<file path="config.mk">
export PLATFORM = sky130hd
export DESIGN_NAME = sdram_memtest
export DESIGN_NICKNAME = d
export VERILOG_FILES = /design/src/rtl/sdram_memtest.sv
export SDC_FILE = /design/constraint.sdc
export NUM_CORES = 1
export LEC_CHECK = 0
export CORE_AREA = 2 2 155 126
export CTS_CLUSTER_SIZE = 14
export DETAILED_ROUTE_END_ITERATION = 8
export DIE_AREA = 0 0 157 128
export PLACE_DENSITY = 0.76
export SLEW_MARGIN = 20
export SYNTH_ARGS = -nofsm -noshare
export SYNTH_HDL_FRONTEND = slang
export SYNTH_SLANG_ARGS = --single-unit
</file>
<file path="constraint.sdc">
create_clock -name clk -period 2.9 [get_ports clk]
set_input_delay 0.725 -clock clk [delete_from_list [all_inputs] [get_ports clk]]
set_output_delay 0.725 -clock clk [all_outputs]
set_load 0.01 [all_outputs]
</file>
<file path="src/rtl/sdram_memtest.sv">
// SDRAM test sequencer: writes a pattern to every word, reads it back, compares,
// and repeats for a number of passes while reporting errors, passes and watchdog timeouts.
module sdram_memtest #(
    parameter int ADDR_W  = 16,
    parameter int TIMEOUT = 1023
) (
    input  logic              clk,
    input  logic              reset,
    input  logic              start,
    input  logic              stop,
    input  logic [1:0]        pattern,
    input  logic [7:0]        passes,
    output logic [ADDR_W-1:0] mem_addr,
    output logic [31:0]       mem_data,
    output logic              mem_req,
    output logic              mem_we,
    input  logic              mem_ack,
    input  logic              mem_valid,
    input  logic [31:0]       mem_q,
    output logic              busy,
    output logic              done,
    output logic              err,
    output logic              timeout,
    output logic [15:0]       err_count,
    output logic [ADDR_W-1:0] first_err_addr,
    output logic [31:0]       first_err_data,
    output logic [7:0]        pass_count
);
    localparam int WD_W = ($clog2(TIMEOUT + 1) > 10) ? $clog2(TIMEOUT + 1) : 10;
    localparam logic [WD_W-1:0] WD_LAST = WD_W'(TIMEOUT - 1);

    typedef enum logic [2:0] {IDLE, WR_REQ, WR_GAP, RD_REQ, RD_WAIT, PASS_END, DONE} state_t;

    state_t              state_reg, state_next;
    logic [ADDR_W-1:0]   addr_reg;
    logic [31:0]         lfsr_reg;
    logic [1:0]          pattern_reg;
    logic [7:0]          passes_reg;
    logic [WD_W-1:0]     wd_reg;
    logic                gap_to_rd_reg;
    logic [15:0]         err_count_reg;
    logic                err_reg;
    logic                timeout_reg;
    logic [ADDR_W-1:0]   first_err_addr_reg;
    logic [31:0]         first_err_data_reg;
    logic [7:0]          pass_count_reg;

    logic                run_init, lfsr_adv, lfsr_load, addr_clr, addr_inc;
    logic                gap_set, gap_clr, do_cmp, pass_inc, wd_fire;
    logic [7:0]          seed_pc;
    logic [31:0]         expected_data;
    logic [15:0]         addr16;
    logic [4:0]          addr5;
    logic                addr_last, waiting, wd_expired;

    function automatic logic [31:0] lfsr_seed(input logic [7:0] pc);
        return {16'hACE1, 8'h00, pc} | 32'h1;
    endfunction

    function automatic logic [31:0] lfsr_step(input logic [31:0] x);
        return {x[30:0], x[31] ^ x[21] ^ x[1] ^ x[0]};
    endfunction

    assign addr16     = 16'(addr_reg);
    assign addr5      = 5'(addr_reg);
    assign addr_last  = &addr_reg;
    assign waiting    = (state_reg == WR_REQ) || (state_reg == RD_REQ) || (state_reg == RD_WAIT);
    assign wd_expired = (wd_reg >= WD_LAST);

    always_comb begin
        expected_data = 32'h0;
        case (pattern_reg)
            2'd0:    expected_data = {~addr16, addr16};
            2'd1:    expected_data = lfsr_reg;
            2'd2:    expected_data = 32'h1 << addr5;
            default: expected_data = {32{addr_reg[0]}};
        endcase
    end

    always_comb begin
        state_next = state_reg;
        run_init   = 1'b0;
        lfsr_adv   = 1'b0;
        lfsr_load  = 1'b0;
        seed_pc    = pass_count_reg;
        addr_clr   = 1'b0;
        addr_inc   = 1'b0;
        gap_set    = 1'b0;
        gap_clr    = 1'b0;
        do_cmp     = 1'b0;
        pass_inc   = 1'b0;
        wd_fire    = 1'b0;
        case (state_reg)
            IDLE, DONE: begin
                if (start) begin
                    run_init   = 1'b1;
                    state_next = WR_REQ;
                end
            end
            WR_REQ: begin
                if (mem_ack) begin
                    state_next = WR_GAP;
                    if (addr_last) begin
                        // reads replay the same LFSR sequence from the same seed
                        addr_clr  = 1'b1;
                        lfsr_load = 1'b1;
                        gap_set   = 1'b1;
                    end else begin
                        addr_inc = 1'b1;
                        lfsr_adv = 1'b1;
                    end
                end else if (wd_expired) begin
                    wd_fire    = 1'b1;
                    state_next = DONE;
                end
            end
            WR_GAP: state_next = gap_to_rd_reg ? RD_REQ : WR_REQ;
            RD_REQ: begin
                if (mem_ack) begin
                    if (mem_valid) begin
                        do_cmp   = 1'b1;
                        lfsr_adv = 1'b1;
                        if (addr_last) begin
                            state_next = PASS_END;
                        end else begin
                            addr_inc   = 1'b1;
                            state_next = RD_REQ;
                        end
                    end else begin
                        state_next = RD_WAIT;
                    end
                end else if (wd_expired) begin
                    wd_fire    = 1'b1;
                    state_next = DONE;
                end
            end
            RD_WAIT: begin
                if (mem_valid) begin
                    do_cmp   = 1'b1;
                    lfsr_adv = 1'b1;
                    if (addr_last) begin
                        state_next = PASS_END;
                    end else begin
                        addr_inc   = 1'b1;
                        state_next = RD_REQ;
                    end
                end else if (wd_expired) begin
                    wd_fire    = 1'b1;
                    state_next = DONE;
                end
            end
            PASS_END: begin
                pass_inc = 1'b1;
                gap_clr  = 1'b1;
                if (stop || (passes_reg != 8'd0 && pass_count_reg + 8'd1 == passes_reg)) begin
                    state_next = DONE;
                end else begin
                    state_next = WR_REQ;
                    addr_clr   = 1'b1;
                    lfsr_load  = 1'b1;
                    seed_pc    = pass_count_reg + 8'd1;
                end
            end
            default: state_next = IDLE;
        endcase
    end

    always_ff @(posedge clk) begin
        if (reset) begin
            state_reg          <= IDLE;
            addr_reg           <= '0;
            lfsr_reg           <= '0;
            pattern_reg        <= '0;
            passes_reg         <= '0;
            wd_reg             <= '0;
            gap_to_rd_reg      <= 1'b0;
            err_count_reg      <= '0;
            err_reg            <= 1'b0;
            timeout_reg        <= 1'b0;
            first_err_addr_reg <= '0;
            first_err_data_reg <= '0;
            pass_count_reg     <= '0;
        end else begin
            state_reg <= state_next;
            // progress (state change or next read address) restarts the watchdog
            if (waiting && state_next == state_reg && !addr_inc)
                wd_reg <= wd_reg + WD_W'(1);
            else
                wd_reg <= '0;
            if (run_init) begin
                pattern_reg        <= pattern;
                passes_reg         <= passes;
                addr_reg           <= '0;
                lfsr_reg           <= lfsr_seed(8'd0);
                gap_to_rd_reg      <= 1'b0;
                err_count_reg      <= '0;
                err_reg            <= 1'b0;
                timeout_reg        <= 1'b0;
                first_err_addr_reg <= '0;
                first_err_data_reg <= '0;
                pass_count_reg     <= '0;
            end else begin
                if (lfsr_load)
                    lfsr_reg <= lfsr_seed(seed_pc);
                else if (lfsr_adv)
                    lfsr_reg <= lfsr_step(lfsr_reg);
                if (addr_clr)
                    addr_reg <= '0;
                else if (addr_inc)
                    addr_reg <= addr_reg + ADDR_W'(1);
                if (gap_set)
                    gap_to_rd_reg <= 1'b1;
                else if (gap_clr)
                    gap_to_rd_reg <= 1'b0;
                if (do_cmp && mem_q != expected_data) begin
                    err_reg <= 1'b1;
                    if (err_count_reg == 16'd0) begin
                        first_err_addr_reg <= addr_reg;
                        first_err_data_reg <= mem_q;
                    end
                    if (err_count_reg != 16'hFFFF)
                        err_count_reg <= err_count_reg + 16'd1;
                end
                if (pass_inc)
                    pass_count_reg <= pass_count_reg + 8'd1;
                if (wd_fire)
                    timeout_reg <= 1'b1;
            end
        end
    end

    assign mem_addr       = addr_reg;
    assign mem_req        = (state_reg == WR_REQ) || (state_reg == RD_REQ);
    assign mem_we         = (state_reg == WR_REQ);
    assign mem_data       = (state_reg == WR_REQ) ? expected_data : 32'h0;
    assign busy           = (state_reg != IDLE) && (state_reg != DONE);
    assign done           = (state_reg == DONE);
    assign err            = err_reg;
    assign timeout        = timeout_reg;
    assign err_count      = err_count_reg;
    assign first_err_addr = first_err_addr_reg;
    assign first_err_data = first_err_data_reg;
    assign pass_count     = pass_count_reg;
endmodule

</file>
==> impl_metrics.env, run 1 <==
export IMPL_fp_dieW_um=157
export IMPL_hold_viol_final=0
export IMPL_syn_cell_area_mm2=0.00860
export IMPL_hpwlAfterDp_mm=22.6
export IMPL_place_congestion=0.978
export IMPL_ios=174
export IMPL_violations="setup timing"
export IMPL_ys_ff_latch=146
export IMPL_num_rows=45
export IMPL_antenna_found_initial=1
export IMPL_slowest_delay_ns=0.55
export IMPL_avgViaCountPerCell=6.17
export IMPL_post_route_period_util=1.15
export IMPL_clk_latency_ns=0.44
export IMPL_switchingPower_mw=1.51
export IMPL_layout_drive_gt1_share=0.285
export IMPL_cts_buffers=17
export IMPL_worstMarginPinSlew_ns=0.644
export IMPL_swShare=0.290
export IMPL_slew_headroom=0.571
export IMPL_hold_class="flop to flop"
export IMPL_cts_sinks=146
export IMPL_syn_to_final_growth_pct=59.2
export IMPL_synth_edf_count=0
export IMPL_cp_end_kind="flop"
export IMPL_start_util=0.461
export IMPL_final_common_cell="buf_4"
export IMPL_critPathMostFrequentCell="buf_4"
export IMPL_cts_tree="done"
export IMPL_final_antenna_net_count=0
export IMPL_crit_path_start_kind="flop"
export IMPL_design_area_mm2=0.0137
export IMPL_diodes=0
export IMPL_crit_chain="buf_6 -> ha_4 -> nand4b_1 -> buf_4 -> o21ai_2 -> buf_4 -> xnor2_1 -> a32oi_1 -> a2111o_1 -> or4_4 -> buf_12 -> buf_16 -> nand4_1 -> a21oi_2"
export IMPL_leakage_nw=5.03
export IMPL_dieArea_mm2=0.0201
export IMPL_path_max_fanout=6
export IMPL_remaining_drc_errors=0
export IMPL_ir_drop_uv=400
export IMPL_path_clk_slew_ns=0.07
export IMPL_min_period_ns=3.35
export IMPL_grt_total_usage=0.335
export IMPL_cpMaxStageDelayCell="or4_4"
export IMPL_criticalPathCategory="flop to flop"
export IMPL_synth_top_cell_area_share=0.340
export IMPL_die_y_um=128
export IMPL_postSynthAreaPerCell_um2=7.58
export IMPL_ys_flop_type="dfxtp_1"
export IMPL_synth_nets=1193
export IMPL_setup_slack_ns=-0.447
export IMPL_rsz0062_at_grt="yes"
export IMPL_fin_skew_ns=0.0140
export IMPL_netlist_instances=1134
export IMPL_nets=1519
export IMPL_p_seq_frac=0.398
export IMPL_root_buffer="clkbuf_16"
export IMPL_htree_levels=4
export IMPL_synthTopCellsByArea="dfxtp_1, a21oi_1, nand2_1, o31ai_1, nor2_1"
export IMPL_drv_cap=0
export IMPL_fin_util=0.735
export IMPL_drt_iter0_drc=1105
export IMPL_wl_per_cell_um=20.8
export IMPL_ys_seq_area_frac=0.340
export IMPL_setup_tns_ns=-23.64
export IMPL_grt_pass1_vias=9768
export IMPL_grt_max_degree=51
export IMPL_setup_violations=67
export IMPL_grt_overflow=0
export IMPL_most_common_layout_cells="buf_4, nand2_1, clkdlybuf4s50_1"
export IMPL_async_reset_ff_frac=0
export IMPL_ys_warn_count=0
export IMPL_routed_wl_mm=36.1
export IMPL_critPathRequiredTime_ns=3.22
export IMPL_total_power_mw=5.20
export IMPL_yosys_area_top_type="dfxtp_1"
export IMPL_internal_power_mw=3.69
export IMPL_arrival_ns=3.67
export IMPL_dr_pass1_iters=6
export IMPL_pwr_share_comb=0.191
export IMPL_report_final_slew_viol_count=0
export IMPL_pwr_share_clk=0.411
export IMPL_synth_cell_types=78
export IMPL_fmax_mhz=299
export IMPL_dpl_cell_area_mm2=0.0118
export IMPL_io_buffers=173
export IMPL_vias=10700
export IMPL_grt_pass1_wl_mm=52.7
export IMPL_hold_buffers=0
export IMPL_powerDensity_mw_per_mm2=380
export IMPL_status="finished with violations"
export IMPL_core_area_mm2=0.0186
export IMPL_clockBufferDepth=2
## timing repair
item / 4_1_cts / 5_1_grt
buffers inserted: 21 / 18
gates cloned: 11 / 8
endpoints found under the setup margin: 97 / 90
gates resized for setup: 155 / 136
pin swaps: 38 / 87
## worst paths after layout
| kind | to | slack, ns | depth (start not counted) | start |
|---|---|---|---|---|
| worst max-delay path | first_err_data[8] | -0.45 | 14 | mem_addr[1] |
| worst min-delay path | wd_reg[0] | 0.46 | 1 | wd_reg[0] |
| worst max register to register | first_err_data[8] | -0.45 | 14 | mem_addr[1] |
| worst min register to register | wd_reg[0] | 0.46 | 1 | wd_reg[0] |
## Yosys cell counts (11+ instances only)
library cell,number
nand2_1,147
dfxtp_1,146
a21oi_1,134
nor2_1,108
clkbuf_1,66
nand4_1,61
o31ai_1,56
xnor2_1,40
o21ai_0,36
nand3_1,32
xor2_1,25
nor2b_1,18
and3_1,16
buf_2,15
nor3_1,14
a31oi_1,13
inv_1,13
nand2b_1,12
ha_1,11
## cells by family after synthesis
kind of cell	after synthesis	synth area share
DFF	146	0.340
and+or+nand+nor	481	0.282
buffers and inverters	112	0.0602
AOI/OAI and AO/OA	316	0.232
adders and majority gates	11	0.0160
xor gates and xnor gates	65	0.0662
muxes	3	0.00378
## area by class of cell
cell class | count | area, µm²
Multi-Input combinational cell | 876 | 5870
Sequential cell | 146 | 2940
Timing Repair Buffer | 406 | 3950
Clock buffer | 18 | 429
Fill cell | 1337 | 4940
Clock inverter | 14 | 126
Tap cell | 258 | 323
Inverter | 13 | 60.1
## per-layer routing
| layer | wire [µm] | global-route usage |
|---|---|---|
| met5 | 0 | 0 |
| met4 | 1150 | 0.122 |
| met3 | 3970 | 0.0734 |
| met2 | 16300 | 0.519 |
| met1 | 14700 | 0.460 |
## critical path: cells and delay by family, from the launching register on
| family | cells | cell delay, ns |
|---|---|---|
| adder cells (fa/ha/maj) | 1 | 0.14 |
| XOR/XNOR | 1 | 0.16 |
| AND/OR/NAND/NOR | 3 | 0.89 |
| AO/OA/AOI/OAI | 4 | 0.81 |
| buffers and inverters | 5 | 0.82 |
| flip-flops | 1 | 0.41 |
## metrics by stage
step	cells	worst slack (ns)	hold slack (ns)
CTS	1713	-0.319	0.469
finish	1731	-0.447	0.464
global placement	1649	-0.800	0.448
global route	1731	-0.527	0.492
floorplan	1134	-0.127	0.430
detailed placement	1649	-0.867	0.455
## power by group through the flow
stage | registers (mW) | logic (mW) | clock network, mW
5_1_grt | 2.07 | 1.05 | 2.23
3_3_place_gp | 2.11 | 0.857 | 0
2_1_floorplan | 2.10 | 0.415 | 0
3_5_place_dp | 2.11 | 0.867 | 0
6_report | 2.07 | 0.994 | 2.14
4_1_cts | 2.07 | 0.901 | 2.14
Power figures use the tool's default switching activity.
==> inputs of run 2 (changes only) <==
Settings changed: CORE_AREA 2 2 155 126 to 2 2 140 114, DIE_AREA 0 0 157 128 to 0 0 142 116, DONT_BUFFER_PORTS set to 1.
==> run 2 against run 1 <==
The run still ends with setup timing left. Worst setup slack better by 0.088 ns. Hold slack lost 0.12 ns. First-iteration DRC count grew 28%. Via count is 12% lower. Register-to-register slack gained 0.09 ns. Sequential power about the same. Clock-buffer cell count down 1. Routed wire length shrank 13%. Final area fell by 19%.
==> impl_metrics.env, run 2 (same netlist as run 1, synthesis figures left out) <==
export IMPL_status="finished with violations"
export IMPL_violations="setup timing"
export IMPL_setup_slack_ns=-0.359
export IMPL_fin_skew_ns=0.00962
export IMPL_rr_worst_depth=13
export IMPL_grt_pass1_vias=8431
export IMPL_leakage_nw=3.96
export IMPL_start_util=0.575
export IMPL_num_rows=40
export IMPL_core_area_mm2=0.0150
export IMPL_ir_drop_uv=417
export IMPL_htree_levels=4
export IMPL_min_period_ns=3.26
export IMPL_worstMarginPinSlew_ns=0.688
export IMPL_criticalPathCategory="flop to flop"
export IMPL_drv_cap=0
export IMPL_grt_total_usage=0.361
export IMPL_final_antenna_net_count=0
export IMPL_clk_latency_ns=0.44
export IMPL_report_final_slew_viol_count=0
export IMPL_routed_wl_mm=31.4
export IMPL_reg2reg_slack_ns=-0.36
export IMPL_layout_drive_gt1_share=0.260
export IMPL_path_max_fanout=9
export IMPL_rr_startpoint="mem_addr[3]"
export IMPL_ios=174
export IMPL_dieArea_mm2=0.0165
export IMPL_powerDensity_mw_per_mm2=453
export IMPL_post_route_period_util=1.12
export IMPL_die_y_um=116
export IMPL_r2r_end="first_err_data[2]"
export IMPL_cts_tree="done"
export IMPL_dp_cells=1389
export IMPL_total_power_mw=5.03
export IMPL_hold_class="input pin to flop"
export IMPL_syn_to_final_growth_pct=29.2
export IMPL_rsz0062_at_grt="yes"
export IMPL_critPathRequiredTime_ns=3.22
export IMPL_hold_path_startpoint="reset"
export IMPL_fin_cells=1446
export IMPL_cts_sinks=146
export IMPL_slew_headroom=0.538
export IMPL_fp_dieW_um=142
export IMPL_hold_end="state_reg[2]"
export IMPL_remaining_drc_errors=0
export IMPL_io_buffers=0
export IMPL_hold_buffers=0
export IMPL_place_congestion=0.959
export IMPL_most_common_layout_cells="buf_4, nand2_1, dfxtp_1"
export IMPL_nets=1302
export IMPL_hold_viol_final=0
export IMPL_fmax_mhz=307
export IMPL_avgViaCountPerCell=6.53
export IMPL_dr_pass1_iters=6
export IMPL_arrival_ns=3.58
export IMPL_root_buffer="clkbuf_16"
export IMPL_hpwlAfterDp_mm=21.3
export IMPL_clockBufferDepth=2
export IMPL_grt_pass1_wl_mm=46.8
export IMPL_crit_path_start_kind="flop"
export IMPL_grt_max_degree=51
export IMPL_drt_iter0_drc=1413
export IMPL_path_clk_slew_ns=0.07
export IMPL_vias=9448
export IMPL_cp_end_kind="flop"
export IMPL_hold_path_depth=1
export IMPL_antenna_found_initial=1
export IMPL_wl_per_cell_um=21.7
export IMPL_grt_overflow=0
export IMPL_setup_violations=66
export IMPL_cts_buffers=17
export IMPL_final_common_cell="buf_4"
run 2: cell count changes in the layout (fill, tap and decap cells not counted), moves of 7 or more:
cell,before,now
clkdlybuf4s50_1,141,0
buf_6,27,11
a21oi_1,107,121
a21oi_2,25,11
buf_4,175,162
buf_2,10,0
clkbuf_2,9,0
o21ai_0,24,32
nor2_1,102,95
nor2_2,5,12
run 2: final cells by class:
type                            instances  area [µm²]
Antenna cell                            1        2.50
Clock buffer                           17         425
Clock inverter                         15         154
Fill cell                            1091        3850
Inverter                               13        56.3
Multi-Input combinational cell        876        5610
Sequential cell                       146        2940
Tap cell                              189         236
Timing Repair Buffer                  189        1690
run 2: report_power, final:
group,switching (mW),leakage (nW),internal (mW)
Combinational,0.437,2.49,0.333
Sequential,0.0362,1.18,2.03
Clock,0.988,0.277,1.21
run 2: worst max-delay path, stage by stage, from the launching register on:
cell      delay, ns
dfxtp_1        0.42
buf_4          0.22
and2_2         0.29
nand2_2        0.09
and2_4         0.16
or4b_4         0.48
a21oi_2        0.15
o221ai_2       0.13
buf_4          0.15
or4_4          0.54
buf_12         0.17
buf_16         0.13
nand4_1        0.15
a21oi_2        0.08
run 2: routing by layer:
| metal | track usage | share of wire | vias to the layer above |
|---|---|---|---|
| li1 | - | - | 4333 |
| met1 | 0.481 | 0.40 | 4376 |
| met2 | 0.555 | 0.44 | 642 |
| met3 | 0.129 | 0.13 | 97 |
| met4 | 0.105 | 0.030 | 0 |
| met5 | 0 | 0 | - |
run 2: worst max-delay path by stage:
stage | startpoint | end | slack [ns]
floorplan | mem_addr[1] | first_err_addr[11] | -0.13
global placement | mem_addr[1] | err_count[14] | -0.42
detailed placement | mem_addr[0] | err_count[14] | -0.51
CTS | mem_addr[1] | err_count[9] | -0.22
global route | mem_addr[0] | first_err_data[2] | -0.41
finish | mem_addr[3] | first_err_data[2] | -0.36
run 2: stage by stage:
stage / worst slack (ns) / setup TNS, ns / util / hold WS, ns / cell area, µm²
6_report: -0.359 / -15.51 / 0.743 / 0.348 / 11100
5_1_grt: -0.411 / -21.66 / 0.743 / 0.331 / 11100
4_1_cts: -0.218 / -11.67 / 0.718 / 0.346 / 10700
3_5_place_dp: -0.511 / -24.67 / 0.655 / 0.449 / 9800
3_3_place_gp: -0.421 / -18.66 / 0.655 / 0.441 / 9800
2_1_floorplan: -0.127 / -5.66 / - / 0.430 / 8670
run 2: what timing repair did:
action                                  4_1_cts  5_1_grt
gates resized for setup                      42       69
endpoints found under the setup margin       72       91
gates cloned                                  4        4
pin swaps                                    22       29
setup buffers                                12        5
endpoints found under the hold margin         0        0
==> inputs of run 3 (changes only) <==
Settings changed: CORE_AREA 2 2 140 114 to 2 2 155 126, DIE_AREA 0 0 142 116 to 0 0 157 128, DONT_BUFFER_PORTS 1 to unset.
==> results of run 3 <==
The final DEF is identical to that of run 1; final timing and power are the same.
==> RTL edit, RTL diff (settings of run 3) <==
Register the output `err_count` once more, without a reset; this adds one clock of latency there. The other outputs are not delayed to match.
--- a/src/rtl/sdram_memtest.sv
+++ b/src/rtl/sdram_memtest.sv
@@ -237,7 +237,9 @@
     assign done           = (state_reg == DONE);
     assign err            = err_reg;
     assign timeout        = timeout_reg;
-    assign err_count      = err_count_reg;
+    always_ff @(posedge clk) begin
+        err_count <= err_count_reg;
+    end
     assign first_err_addr = first_err_addr_reg;
     assign first_err_data = first_err_data_reg;
     assign pass_count     = pass_count_reg;
Function: no difference found for any inputs over 4 cycles, from zero or initial values and one cycle with reset high; that may be too few to reach the edited logic, so the function may still have changed.
==> RTL edit against run 3 <==
- power rose by 4.3%
- wire length down 15%
- the run still ends with setup timing left
- design area fell by 6.5%
- count of clock-buffer cells in the layout down 1
- non-clock buffer count is 67 lower
- largest power group is now sequential cells
- sequential cell count increased by 16
- largest cell class unchanged
- worst setup slack improved by 0.24 ns
- synthesized area increased by 0.10%
- sequential power up 11%
==> RTL edit: results (changes against run 3) <==
Signal inverters 18 (was 13); vias in the first global route 8213 (was 9768); number of clock buffers in the layout 17 (was 18); worst setup margin -0.2086 ns (was -0.4465 ns); Filler cells 1491 (was 1337); gr usage total 28.90% (was 33.54%); global-route wire length before repair 45160 um (was 52690 um); count of final setup violators 66 (was 67); R2R depth 15 (was 14); Unique masters post-synth 75 (was 78); Initial DRC Count 870 (was 1105); largest net degree at the start of global routing 80 (was 51); comb_multi_in 822 (was 876); Mapped Cells 1076 (was 1134); layout cells sized above 1 22.59% (was 28.51%); DPL Wire Length 21580 um (was 22630 um); Pre-Repair DR Iteration Count 5 (was 6); Clock-cell share 4.321% (was 4.057%); Tightest Pin Transition 0.4823 ns (was 0.6436 ns); Placer Congestion 1.010 (was 0.9776); met3 GRT Util 6.187% (was 7.336%); sequential element share of the synthesized area 37.67% (was 33.98%); max incr delay on CP 0.40 ns (was 0.55 ns); Leak Pwr 4.816 nW (was 5.028 nW); Slowest-stage cell, CP dfxtp_4 (was or4_4); failing checks setup timing (unchanged); Mapped Avg Cell Area 8.001 um2 (was 7.584 um2); met2 global-route usage 43.50% (was 51.88%); initial antenna violation count 0 (was 1); area post-placement 11480 um2 (was 11790 um2); status complete, but fails checks (unchanged)
-- RTL edit: cells by family (layout without fill, tap and decap cells) --
| group | Yosys count | count (layout) | synth area share (%) |
|---|---|---|---|
| DFF | 162 | 162 | 37.67 |
| AOI/OAI and AO/OA | 204 | 204 | 16.04 |
| adders and majority gates | 11 | 11 | 1.599 |
| and+or+nand+nor | 482 | 482 | 26.13 |
| xor gates and xnor gates | 66 | 66 | 6.714 |
| muxes | 59 | 59 | 6.947 |
| buffers and inverters | 92 | 388 | 4.897 |
-- RTL edit: critical path: cells and delay by family (launching register included) --
kind / cells / cell delay (ns)
xor gates and xnor gates: 1 / 0.21
AOI/OAI and AO/OA: 3 / 0.61
and+or+nand+nor: 3 / 0.69
muxes: 1 / 0.11
DFF: 1 / 0.40
adders and majority gates: 1 / 0.15
buffers and inverters: 6 / 0.82
-- RTL edit: repair_timing --
item,4_1_cts,5_1_grt
gates resized for setup,118,72
endpoints found under the setup margin,97,103
endpoints found under the hold margin,0,0
pin swaps,8,30
setup buffers,11,17
cloned,3,3
-- RTL edit: how the worst min path moves through the flow --
| stage | start | end | slack, ns | depth (start not counted) |
|---|---|---|---|---|
| 4_1_cts | err_count_reg[15]$_SDFFE_PP0P_ | err_count[15]$_DFF_P_ | 0.40 | 0 |
| 5_1_grt | err_count_reg[1]$_SDFFE_PP0P_ | err_count[1]$_DFF_P_ | 0.42 | 0 |
| 3_5_place_dp | err_count_reg[15]$_SDFFE_PP0P_ | err_count[15]$_DFF_P_ | 0.39 | 0 |
| 3_3_place_gp | err_count_reg[15]$_SDFFE_PP0P_ | err_count[15]$_DFF_P_ | 0.39 | 0 |
| 6_report | err_count_reg[5]$_SDFFE_PP0P_ | err_count[5]$_DFF_P_ | 0.40 | 0 |
| 2_1_floorplan | err_count_reg[6]$_SDFFE_PP0P_ | err_count[6]$_DFF_P_ | 0.36 | 0 |
-- RTL edit: metrics by stage --
| step | hold WS, ns | setup TNS, ns |
|---|---|---|
| 2_1_floorplan | 0.3639 | 0 |
| 3_3_place_gp | 0.3861 | -10.99 |
| 3_5_place_dp | 0.3891 | -13.14 |
| 4_1_cts | 0.3999 | -10.08 |
| 5_1_grt | 0.4158 | -14.84 |
| 6_report | 0.4013 | -9.376 |
-- RTL edit: routing by layer --
metal / vias to the layer above / wire length (um)
li1: 4350 / -
met1: 4271 / 13610
met2: 455 / 13670
met3: 60 / 2668
met4: 0 / 519
met5: - / 0
-- RTL edit: power breakdown --
| part | internal (mW) | switching, mW |
|---|---|---|
| clock | 1.12 | 1.06 |
| combinational | 0.439 | 0.507 |
| sequential | 2.26 | 0.0418 |
